--- src/rtl/hazard_stall_ctrl.sv ---
// hazard_stall_ctrl: decode-side hazard controller for a 5-stage pipeline.
// Keeps a shadow scoreboard of in-flight producers and decides decode
// stall, bubble and squash. It also drains the pipeline on HALT.
//
// Ports:
//   clk, rst            clock; asynchronous active-low reset
//   instruction_d       decode instruction (rs=[10:8], rt=[7:5])
//   usesRs_d/usesRt_d   decode reads rs / rt
//   regWrite_d          decode writes writeRegSel_d
//   memRead_d           decode is a load
//   halt_d              decode is HALT
//   flush_e             taken branch/jump resolved in execute
//   stall_fd            hold PC and F/D latch (combinational)
//   flush_fd            squash F/D latch contents (combinational)
//   nop_de              registered; D/E latch output is a bubble
//   halted              sticky; pipeline drained after HALT
//   stallCount          saturating count of RAW-hazard stall cycles
module hazard_stall_ctrl #(
  parameter bit          FORWARDING = 1'b1,
  parameter int unsigned CNT_WIDTH  = 16
) (
  input  logic                 clk,
  input  logic                 rst,
  input  logic [15:0]          instruction_d,
  input  logic                 usesRs_d,
  input  logic                 usesRt_d,
  input  logic                 regWrite_d,
  input  logic [2:0]           writeRegSel_d,
  input  logic                 memRead_d,
  input  logic                 halt_d,
  input  logic                 flush_e,
  output logic                 stall_fd,
  output logic                 flush_fd,
  output logic                 nop_de,
  output logic                 halted,
  output logic [CNT_WIDTH-1:0] stallCount
);

  localparam int unsigned REG_W   = 3;
  localparam int unsigned DRAIN_W = 2;

  typedef enum logic [1:0] {
    ST_RUN    = 2'd0,
    ST_DRAIN  = 2'd1,
    ST_HALTED = 2'd2
  } state_t;

  typedef struct packed {
    logic             valid;
    logic             reg_write;
    logic [REG_W-1:0] dest;
    logic             mem_read;
  } sb_entry_t;

  state_t               r_state;
  state_t               w_state_nxt;
  logic [DRAIN_W-1:0]   r_drain_cnt;
  logic [DRAIN_W-1:0]   w_drain_cnt_nxt;
  sb_entry_t            r_sb_e;
  sb_entry_t            r_sb_m;
  sb_entry_t            w_sb_e_nxt;
  logic                 r_nop_de;
  logic                 r_halted;
  logic [CNT_WIDTH-1:0] r_stall_cnt;

  logic [REG_W-1:0]     w_rs;
  logic [REG_W-1:0]     w_rt;
  logic                 w_match_e;
  logic                 w_match_m;
  logic                 w_hazard;
  logic                 w_accept;
  logic                 w_haz_stall;
  logic                 w_stall_fd;
  logic                 w_flush_fd;
  logic                 w_unused_bits;

  // The W stage needs no storage: the register file bypasses
  // write-before-read, so a W producer never stalls decode.
  assign w_rs = instruction_d[10:8];
  assign w_rt = instruction_d[7:5];

  // Fields and stages that a given FORWARDING setting does not consult.
  assign w_unused_bits = ^{instruction_d[15:11], instruction_d[4:0],
                           r_sb_m, r_sb_e.mem_read};

  // RAW source match against the E and M producers.
  assign w_match_e = r_sb_e.valid & r_sb_e.reg_write &
                     ((usesRs_d & (r_sb_e.dest == w_rs)) |
                      (usesRt_d & (r_sb_e.dest == w_rt)));
  assign w_match_m = r_sb_m.valid & r_sb_m.reg_write &
                     ((usesRs_d & (r_sb_m.dest == w_rs)) |
                      (usesRt_d & (r_sb_m.dest == w_rt)));

  // With forwarding only a load in E is too late to bypass.
  assign w_hazard = FORWARDING ? (w_match_e & r_sb_e.mem_read)
                               : (w_match_e | w_match_m);

  // Next-state and decode-control decisions.
  always_comb begin
    w_state_nxt     = r_state;
    w_drain_cnt_nxt = r_drain_cnt;
    w_accept        = 1'b0;
    w_haz_stall     = 1'b0;
    w_stall_fd      = 1'b0;
    w_flush_fd      = 1'b0;
    unique case (r_state)
      ST_RUN: begin
        // A flush wins over a hazard: the decode slot is squashed, not held.
        w_flush_fd  = flush_e;
        w_haz_stall = w_hazard & ~flush_e;
        w_stall_fd  = w_haz_stall;
        w_accept    = ~w_hazard & ~flush_e;
        if (w_accept && halt_d) begin
          w_state_nxt     = ST_DRAIN;
          w_drain_cnt_nxt = '0;
        end
      end
      ST_DRAIN: begin
        // HALT walks E->M->W while decode is frozen.
        w_stall_fd = 1'b1;
        if (r_drain_cnt == DRAIN_W'(2)) begin
          w_state_nxt = ST_HALTED;
        end else begin
          w_drain_cnt_nxt = r_drain_cnt + DRAIN_W'(1);
        end
      end
      ST_HALTED: begin
        w_stall_fd = 1'b1;
      end
      default: begin
        w_state_nxt = ST_RUN;
      end
    endcase
  end

  // E entry: accepted decode, or a bubble. HALT never writes a register.
  always_comb begin
    w_sb_e_nxt = '0;
    if (w_accept) begin
      w_sb_e_nxt.valid     = 1'b1;
      w_sb_e_nxt.reg_write = regWrite_d & ~halt_d;
      w_sb_e_nxt.dest      = writeRegSel_d;
      w_sb_e_nxt.mem_read  = memRead_d & ~halt_d;
    end
  end

  // FSM state register.
  always_ff @(posedge clk or negedge rst) begin
    if (!rst) begin
      r_state     <= ST_RUN;
      r_drain_cnt <= '0;
    end else begin
      r_state     <= w_state_nxt;
      r_drain_cnt <= w_drain_cnt_nxt;
    end
  end

  // Scoreboard shift, bubble flag, halted flag and stall counter.
  always_ff @(posedge clk or negedge rst) begin
    if (!rst) begin
      r_sb_e      <= '0;
      r_sb_m      <= '0;
      r_nop_de    <= 1'b1;
      r_halted    <= 1'b0;
      r_stall_cnt <= '0;
    end else begin
      r_sb_e   <= w_sb_e_nxt;
      r_sb_m   <= r_sb_e;
      r_nop_de <= ~w_accept;
      r_halted <= (w_state_nxt == ST_HALTED);
      if (w_haz_stall && (r_stall_cnt != '1)) begin
        r_stall_cnt <= r_stall_cnt + CNT_WIDTH'(1);
      end
    end
  end

  assign stall_fd   = w_stall_fd;
  assign flush_fd   = w_flush_fd;
  assign nop_de     = r_nop_de;
  assign halted     = r_halted;
  assign stallCount = r_stall_cnt;

endmodule

--- config.mk ---
export PLATFORM = sky130hd
export DESIGN_NAME = hazard_stall_ctrl
export DESIGN_NICKNAME = d
export VERILOG_FILES = /design/src/rtl/hazard_stall_ctrl.sv
export SDC_FILE = /design/constraint.sdc
export NUM_CORES = 1
export LEC_CHECK = 0
export ABC_AREA = 1
export BUFFER_PORTS_ARGS = -buffer_cell sky130_fd_sc_hd__buf_4
export CAP_MARGIN = 20
export CORE_UTILIZATION = 52
export CTS_CLUSTER_DIAMETER = 30
export CTS_CLUSTER_SIZE = 25
export DETAILED_ROUTE_END_ITERATION = 10
export PLACE_DENSITY = 0.79
export SYNTH_ARGS = -nofsm -noshare
export SYNTH_HDL_FRONTEND = slang
export SYNTH_SLANG_ARGS = --single-unit
--- constraint.sdc ---
create_clock -name clk -period 1.9 [get_ports clk]
set_input_delay 0.095 -clock clk [delete_from_list [all_inputs] [get_ports clk]]
set_output_delay 0.095 -clock clk [all_outputs]
set_load 0.1 [all_outputs]
-- Word level (Yosys, flattened, before mapping)
Cells that the tools add are included.
- flip-flop bits (word level): 28
- output and inout port bits: 20
- input port bits: 27
- reductions and logical operators: 6
- mux-type cells: 11
- add/sub/neg operators: 2
- bitwise operators: 14
- equal/unequal tests: 9
- operators with widths (cell ; count):
    $add 16x1->16 const B ; 1
    $ne 16x16->1 const B ; 1
    $and 1x1->1 ; 9
    $mux 2 ; 4
    $eq 2x2->1 const B ; 3
    $eq 3x3->1 ; 2
    $mux 6 ; 1
    $pmux 2 s3 ; 1
    $ne 2x2->1 const B ; 2
    $not 1->1 ; 4
    $pmux 2 s2 ; 1
    $mux 1 ; 3
    $reduce_and 3->1 ; 1
    $add 2x1->2 const B ; 1
    $eq 2x1->1 const B ; 1
    $logic_and 1x1->1 ; 2
    $logic_not 2->1 ; 1
    $pmux 1 s2 ; 1
    $reduce_bool 2->1 ; 1
    $reduce_or 2->1 ; 1
    $or 1x1->1 ; 1

-- Logic depth before layout (Yosys ltp)
Gate-level depths: netlist (run 1).
- word-level depth: 11
- mapped depth: 13
- depth with buffers taken out: 13

-- Worst setup path before layout (run 1)
Ideal clock, no wire load.
- kind: register -> register
- start point: reg r_stall_cnt[0] (netlist: stallCount[0])
- end point: reg r_stall_cnt[2] (netlist: stallCount[2])
- stages on the path, launching flop included: 10
- path slack: -0.297 ns
- path buffers: 0
- arrival time: 2.130 ns
- clock period less this slack: 2.197 ns
- required time: 1.833 ns
- cells stage by stage: dfrtp_1 ha_1 nand3_1 nor2_2 nand3_1 nand3_4 inv_2 nand2_1 nand2_1 nand2_1
- longest elaborated chain between the ends: 2
- RTL lines (what ; RTL line ; text):
    from (decl) ; 64 ; logic [CNT_WIDTH-1:0] r_stall_cnt;
    from (signal assigned) ; 172 ; r_stall_cnt <= r_stall_cnt + CNT_WIDTH'(1);
    branches (longest 2 deep; another with $add 16x1->16) ; - ;
Several ways; the timed one is not identified.
A chain may end at the register's enable or synchronous reset.

-- Worst setup path after layout (run 1)
- start point: reg r_sb_e[3] in the netlist's numbering
- end point: out stall_fd
- longest elaborated chain between the ends: 7
- RTL lines (what ; RTL line ; text):
    from (decl) ; 59 ; sb_entry_t r_sb_e;
    from (signal assigned) ; 167 ; r_sb_e <= w_sb_e_nxt;
    $eq 3x3->1, on equally long branches ; 88, 89 ;
    $and 1x1->1, on equally long branches ; 88, 89 ;
    $or 1x1->1 (*) ; 88 ; ((usesRs_d & (r_sb_e.dest == w_rs)) |
    $and 1x1->1 (*) ; 87 ; assign w_match_e = r_sb_e.valid & r_sb_e.reg_write &
    $and 1x1->1 (*) ; 95 ; assign w_hazard = FORWARDING ? (w_match_e & r_sb_e.mem_read)
    $and 1x1->1 (*) ; 110 ; w_haz_stall = w_hazard & ~flush_e;
    $pmux 1 s2 (*) ; 106 ; unique case (r_state)
    to (decl) ; 32 ; output logic stall_fd,
Every way passes the cells marked *; elsewhere a longest branch is shown, timed or not.

==> results of run 1 <==
-- layer usage --
metal / routed length, µm / global-route usage [%] / vias up
li1: - / - / 822
met1: 1677 / 28.14 / 707
met2: 1715 / 38.36 / 31
met3: 108 / 1.965 / 4
met4: 37 / 7.143 / 0
met5: 0 / 0 / -
-- metrics by stage --
stage / worst slack, ns / util [%] / cells / total power [mW] / hold WS (ns)
floorplan: 0.03068 / - / 236 / 0.6212 / -0.2006
global placement: 0.3044 / 66.99 / 317 / 0.6618 / 0.03055
detailed placement: 0.2610 / 66.99 / 317 / 0.6627 / 0.03361
CTS: 0.006505 / 70.45 / 329 / 0.9267 / 0.1367
global route: -0.1208 / 71.87 / 331 / 0.9612 / 0.1704
finish: 0.03816 / 71.87 / 331 / 0.9152 / 0.1619
-- sequential cells by signal (all words and copies together), names as in the netlist --
signal and flops:
r_state 2, r_sb_e 6, stallCount 16, r_drain_cnt 2, halted 1, nop_de 1
-- area by class of cell --
cell class	instances	area (µm²)	share of cell area (%)
tap	44	55.05	2.489
sequential	28	718.2	32.47
clock buffer	4	26.28	1.188
inverter	42	157.7	7.127
multi-input combinational	166	869.6	39.31
timing repair buffer	47	385.4	17.42
-- power by group through the flow --
stage | clock (mW) | combinational (mW) | sequential, mW
4_1_cts | 0.262 | 0.0686 | 0.596
6_report | 0.249 | 0.0703 | 0.596
2_1_floorplan | 0 | 0.0140 | 0.607
5_1_grt | 0.287 | 0.0781 | 0.596
3_3_place_gp | 0 | 0.0548 | 0.607
3_5_place_dp | 0 | 0.0556 | 0.607
-- synth_stat cells --
library cell	number
nand2_2	1
nand3_4	1
o21a_1	1
nand4_1	2
xor2_1	6
nor2_4	2
o21ai_0	7
nor3_4	1
nor2_1	21
and3_1	1
o21ai_1	1
inv_2	4
nand3_1	11
a21oi_1	3
nor4_1	1
inv_1	37
nand2_1	86
xnor2_1	2
ha_1	6
nand3_2	4
dfrtp_1	27
dfstp_2	1
nor3_2	3
nor2_2	1
clkinv_1	1
nor3_1	5
-- worst max-delay path by stage --
stage                               start                         to  slack (ns)  depth (start not counted)
2_1_floorplan  stallCount[10]$_DFFE_PN0P_  stallCount[6]$_DFFE_PN0P_        0.03                          6
5_1_grt               r_sb_e[3]$_DFF_PN0_                   stall_fd       -0.12                         10
4_1_cts               r_sb_e[2]$_DFF_PN0_                   stall_fd       0.007                         10
3_5_place_dp    stallCount[0]$_DFFE_PN0P_  stallCount[4]$_DFFE_PN0P_        0.26                          8
6_report              r_sb_e[3]$_DFF_PN0_                   stall_fd        0.04                         10
3_3_place_gp    stallCount[0]$_DFFE_PN0P_  stallCount[4]$_DFFE_PN0P_        0.30                          8
-- repair_timing --
action,CTS,global route
hold buffers,8,0
setup buffers,0,2
endpoints found under the hold margin,33,0
resized for setup,0,8
setup endpoints to repair,0,1
-- worst reg2reg max path, delay by kind of cell (launching register included) --
kind                       cells  cell delay [ns]
DFF                            1             0.43
and+or+nand+nor                6             0.81
buffers and inverters          1             0.06
adders and majority gates      1             0.23
-- logic make-up after synthesis --
logic type / after synthesis / synth area share [%]
compound gates: 12 / 3.652
buf+inv: 42 / 9.203
fa+ha+maj: 6 / 4.383
xor+xnor: 8 / 4.091
simple gates: 140 / 37.69
flops: 28 / 40.98
==> impl_metrics.py, run 1 <==
metrics = {
    "status": {
        "status": "finished, final reports clean",
    },
    "worst_setup_path": {
        "crit_slowest_cell": "dfrtp_1",
        "critical_path_arrival_ns": 1.77,
        "crit_chain": "inv_2 > nand2_1 > nand2_1 > nor2_1 > nand2_1 > nand2_2 > nand2_4 > nor3_4 > o21a_1 > buf_12",
        "crit_required_ns": 1.80,
        "crit_path_frequent_cell": "nand2_1",
        "cp_num_buf_inv": 2,
        "r2r_cells": 8,
        "critical_path_class": "reg2out",
        "crit_fanout": 3,
        "r2r-start": "stallCount[0]$_DFFE_PN0P_",
        "r2r-end": "stallCount[4]$_DFFE_PN0P_",
        "critPathTopFamily": "simple AND/OR/NAND/NOR gates",
        "regToRegSetupSlack_ns": 0.27,
        "worst_setup_path_end_kind": "primary output",
        "worstSetupStartpointType": "register",
        "slowest_delay_ns": 0.40,
    },
    "place": {
        "io_buffers": 36,
        "dpl_cell_area_um2": 2062,
        "gp_congestion": 0.8914,
        "post-dp-hpwl_um": 2598,
    },
    "detailed_routing": {
        "wirelength_um": 3539,
        "drc": 0,
        "vias": 1564,
        "firstDrtPassIters": 4,
        "viasPerCell": 4.725,
        "ant_nets": 0,
        "post_drt_wl_per_cell_um": 10.69,
        "drt_iter0_markers": 52,
    },
    "power_and_ir_drop": {
        "switching_share_pct": 21.70,
        "leakage_nw": 1.139,
        "power_density_nw_per_um2": 413.7,
        "p_seq_share_pct": 65.1,
        "power_frac_clock_pct": 27.2,
        "vdd.ir_drop.worst_v": 0.0003874,
        "power_switching_uw": 198.6,
        "combPwrFrac_pct": 7.7,
        "p_int_uw": 716.6,
    },
    "logic_synthesis": {
        "yosysTopAreaCell": "dfrtp_1",
        "avgSynthCellArea_um2": 7.258,
        "synth_cells": 236,
        "netlist.area_leader.share_pct": 39.44,
        "synth.area.top_cells": "dfrtp_1, nand2_1, inv_1",
        "synth-seq-cells": 28,
        "synthesis.area_um2": 1713,
        "syn_nets": 269,
        "yosys_warnings": 0,
        "ys_types": 26,
        "yosysSeqAreaShare_pct": 40.98,
    },
    "timing": {
        "setup_viol": 0,
        "worstMarginPinSlew_ns": 0.3523,
        "period_share_pct": 97.99,
        "skew_ns": 0.01289,
        "maxSlewHeadroom_pct": 76.51,
        "timing.setup.tns_ns": 0,
        "rsz0062_at_grt": "yes",
        "max_freq_mhz": 537.1,
        "layout_min_cycle_time_ns": 1.862,
        "hold_violations": 0,
        "report.final.slew_viol_count": 0,
    },
    "floorplan": {
        "chipHeight_um": 59.40,
        "io-pin-count": 47,
        "fp-row-count": 20,
        "core_um2": 3078,
        "die_w_um": 59.40,
        "initial_core_util_pct": 55.65,
        "dieArea_um2": 3528,
    },
    "min_path": {
        "hp-class": "in2reg",
        "whs_path_depth": 4,
        "holdPathEnd": "r_state[0]$_DFF_PN0_",
        "hold_start": "flush_e",
    },
    "global_route": {
        "grt_pass1_vias": 1398,
        "track_usage_pct": 21.80,
        "grt_max_degree": 29,
        "grt_overflow": 0,
        "grt_antenna_before_repair": 0,
        "grt_pass1_wl_um": 5816,
    },
    "clock_tree": {
        "max-clock-path-buffers": 2,
        "cts.sinks": 28,
        "cts_max_level": 1,
        "clk_latency_ns": 0.33,
        "root_buffer": "clkbuf_4",
        "cts_tree": "done",
        "cts_made_buffers": 3,
        "clkTransAtPathRegs_ns": 0.15,
    },
    "final_layout": {
        "syn_to_final_growth_pct": 29.15,
        "num-fill-cells": 261,
        "final_common_cell": "nand2_1",
        "final_cell_mix": "nand2_1, buf_4, inv_1, nor2_1, dfrtp_1",
        "num_antenna_cells": 0,
        "layout.nets": 321,
        "final_area_um2": 2212,
        "drive_above_1_share_pct": 26.48,
    },
    "flow_run": {
        "drv_cap": 0,
    },
}
No activity file was read; power rests on OpenSTA's default activity.
==> inputs of run 2 (changes only) <==
CORE_ASPECT_RATIO = 1.1   (was unset)
SKIP_LAST_GASP = 1   (was unset)
==> run 2 against run 1 <==
Compared with the run above:
- the run now ends with DRC left
- critical path type unchanged
- global-route usage is 0.34 points lower
- non-clock buffer count is 3 lower
- via count is 1.2% lower
- sequential share of layout area is 0.60 points higher
- clock-buffer cell count stayed put
- total power hardly changed
- combinational power is 4.0% lower
- die area hardly changed
- utilization is 1.8 points lower
- setup slack better by 0.045 ns
- sequential power hardly changed
==> impl_metrics.py, run 2 (synthesized netlist as in run 1, its figures left out) <==
metrics = {
    "timing": {
        "max_freq_mhz": 550.3,
        "rsz0062_at_grt": "yes",
        "fin_ws_ns": 0.08274,
        "layout_min_cycle_time_ns": 1.817,
        "hold_violations": 0,
        "report.final.slew_viol_count": 0,
        "worstMarginPinSlew_ns": 0.3509,
        "skew_ns": 0.006695,
        "maxSlewHeadroom_pct": 76.61,
        "hold_slack_ns": 0.02963,
        "period_share_pct": 95.65,
        "setup_viol": 0,
    },
    "clock_tree": {
        "clkTransAtPathRegs_ns": 0.15,
        "cts.sinks": 28,
        "root_buffer": "clkbuf_4",
        "max-clock-path-buffers": 2,
        "cts_tree": "done",
        "cts_max_level": 1,
        "clk_latency_ns": 0.32,
        "postCtsSetupBuffers": 0,
        "cts_made_buffers": 3,
    },
    "worst_setup_path": {
        "r2r_cells": 7,
        "regToRegSetupSlack_ns": 0.28,
        "crit_fanout": 4,
        "critical_path_class": "reg2out",
        "critical_path_arrival_ns": 1.72,
        "startpoint": "r_state[0]$_DFF_PN0_",
        "crit_path_frequent_cell": "inv_1",
        "worstSetupStartpointType": "register",
        "slowest_delay_ns": 0.42,
        "crit_chain": "inv_1 > ha_1 > inv_1 > nor3_4 > o21a_1 > buf_12",
        "endpoint": "stall_fd",
        "crit_slowest_cell": "dfrtp_1",
        "r2r-end": "stallCount[4]$_DFFE_PN0P_",
        "crit_required_ns": 1.80,
        "r2r-start": "r_state[0]$_DFF_PN0_",
        "worst_setup_path_end_kind": "primary output",
    },
    "final_layout": {
        "largest_reg_flops": 16,
        "drive_above_1_share_pct": 25.35,
        "num_antenna_cells": 0,
        "final_common_cell": "nand2_1",
        "final_cell_mix": "nand2_1, inv_1, buf_4, nor2_1, dfrtp_1",
        "syn_to_final_growth_pct": 26.81,
        "layout.nets": 318,
    },
    "power_and_ir_drop": {
        "leakage_nw": 1.125,
        "power_density_nw_per_um2": 421.1,
        "vdd.ir_drop.worst_v": 0.0003721,
    },
    "min_path": {
        "hp-class": "in2reg",
    },
    "flow_run": {
        "drv_cap": 0,
    },
    "place": {
        "pre_cts_slack_ns": 0.2717,
        "gp_congestion": 0.8996,
        "post-dp-hpwl_um": 2606,
        "io_buffers": 36,
    },
    "floorplan": {
        "fp-row-count": 21,
        "core_um2": 3100,
        "dieArea_um2": 3528,
        "chipHeight_um": 62.20,
        "io-pin-count": 47,
        "die_w_um": 56.72,
        "initial_core_util_pct": 55.25,
    },
    "global_route": {
        "track_usage_pct": 21.46,
        "grt_max_degree": 29,
        "grt_pass1_vias": 1480,
        "grt_overflow": 0,
        "grt_pass1_wl_um": 6058,
        "grt_antenna_before_repair": 0,
    },
    "detailed_routing": {
        "drc": 8,
        "ant_nets": 0,
        "firstDrtPassIters": 7,
        "viasPerCell": 4.862,
        "post_drt_wl_per_cell_um": 10.61,
        "vias": 1546,
        "wirelength_um": 3375,
        "drt_iter0_markers": 54,
    },
    "status": {
        "failed_checks": "DRC",
        "status": "finished, violations left",
    },
}
[run 2: changes by cell type in the layout (fill, tap and decap cells not counted), sizes merged]
cell	delta
buf	-2
dlygate4sd3	-1
[run 2: area by class of cell]
cell class	instances	area, µm²
fill	269	928.4
multi-input combinational	166	867.1
tap	34	42.54
sequential	28	718.2
timing repair buffer	44	360.3
clock buffer	4	26.28
inverter	42	157.7
[run 2: through the flow]
stage,power (mW),cell area [µm²],util [%],instances,TNS (ns)
5_1_grt,0.9597,2172,70.06,318,-0.09293
6_report,0.9147,2172,70.06,318,0
2_1_floorplan,0.6212,1729,-,236,0
3_5_place_dp,0.6626,2049,66.10,307,0
3_3_place_gp,0.6618,2049,66.10,307,0
4_1_cts,0.9267,2150,69.33,318,0
[run 2: what timing repair did]
item,in CTS,in global routing
resized for setup,1,5
endpoints found under the hold margin,33,0
setup endpoints to repair,1,1
pin swaps,0,1
hold buffers,7,0
cloned,0,0
[run 2: layer usage]
metal	global-route usage [%]	share of wire, %	vias up
met3	1.875	3.2	6
met2	37.95	49	35
li1	-	-	816
met4	6.875	1.4	0
met1	27.40	46	689
met5	0	0	-
[run 2: critical path, delay by kind of cell (launching register included)]
family / cells / cell delay (ns)
AOI/OAI and AO/OA: 1 / 0.21
adders and majority gates: 1 / 0.18
buffers and inverters: 3 / 0.40
DFF: 1 / 0.42
and+or+nand+nor: 1 / 0.18
[run 2: worst min path at each step]
stage	startpoint	endpoint	slack, ns	cells past startpoint
after detailed placement	rst	r_state[0]$_DFF_PN0_	0.03	1
final	halt_d	r_sb_e[4]$_DFF_PN0_	0.03	4
after floorplan	rst	halted$_DFF_PN0_	-0.20	0
after CTS	halt_d	r_sb_e[4]$_DFF_PN0_	0.007	4
after global placement	rst	stallCount[0]$_DFFE_PN0P_	0.03	1
after global routing	halt_d	r_sb_e[4]$_DFF_PN0_	0.03	4
[run 2: report_power, final]
group / switching, mW / leakage [nW] / total (mW) / internal [mW]
Sequential: 0 / 0.350 / 0.596 / 0.596
Combinational: 0.0309 / 0.760 / 0.0675 / 0.0366
Clock: 0.169 / 0.0150 / 0.251 / 0.0822
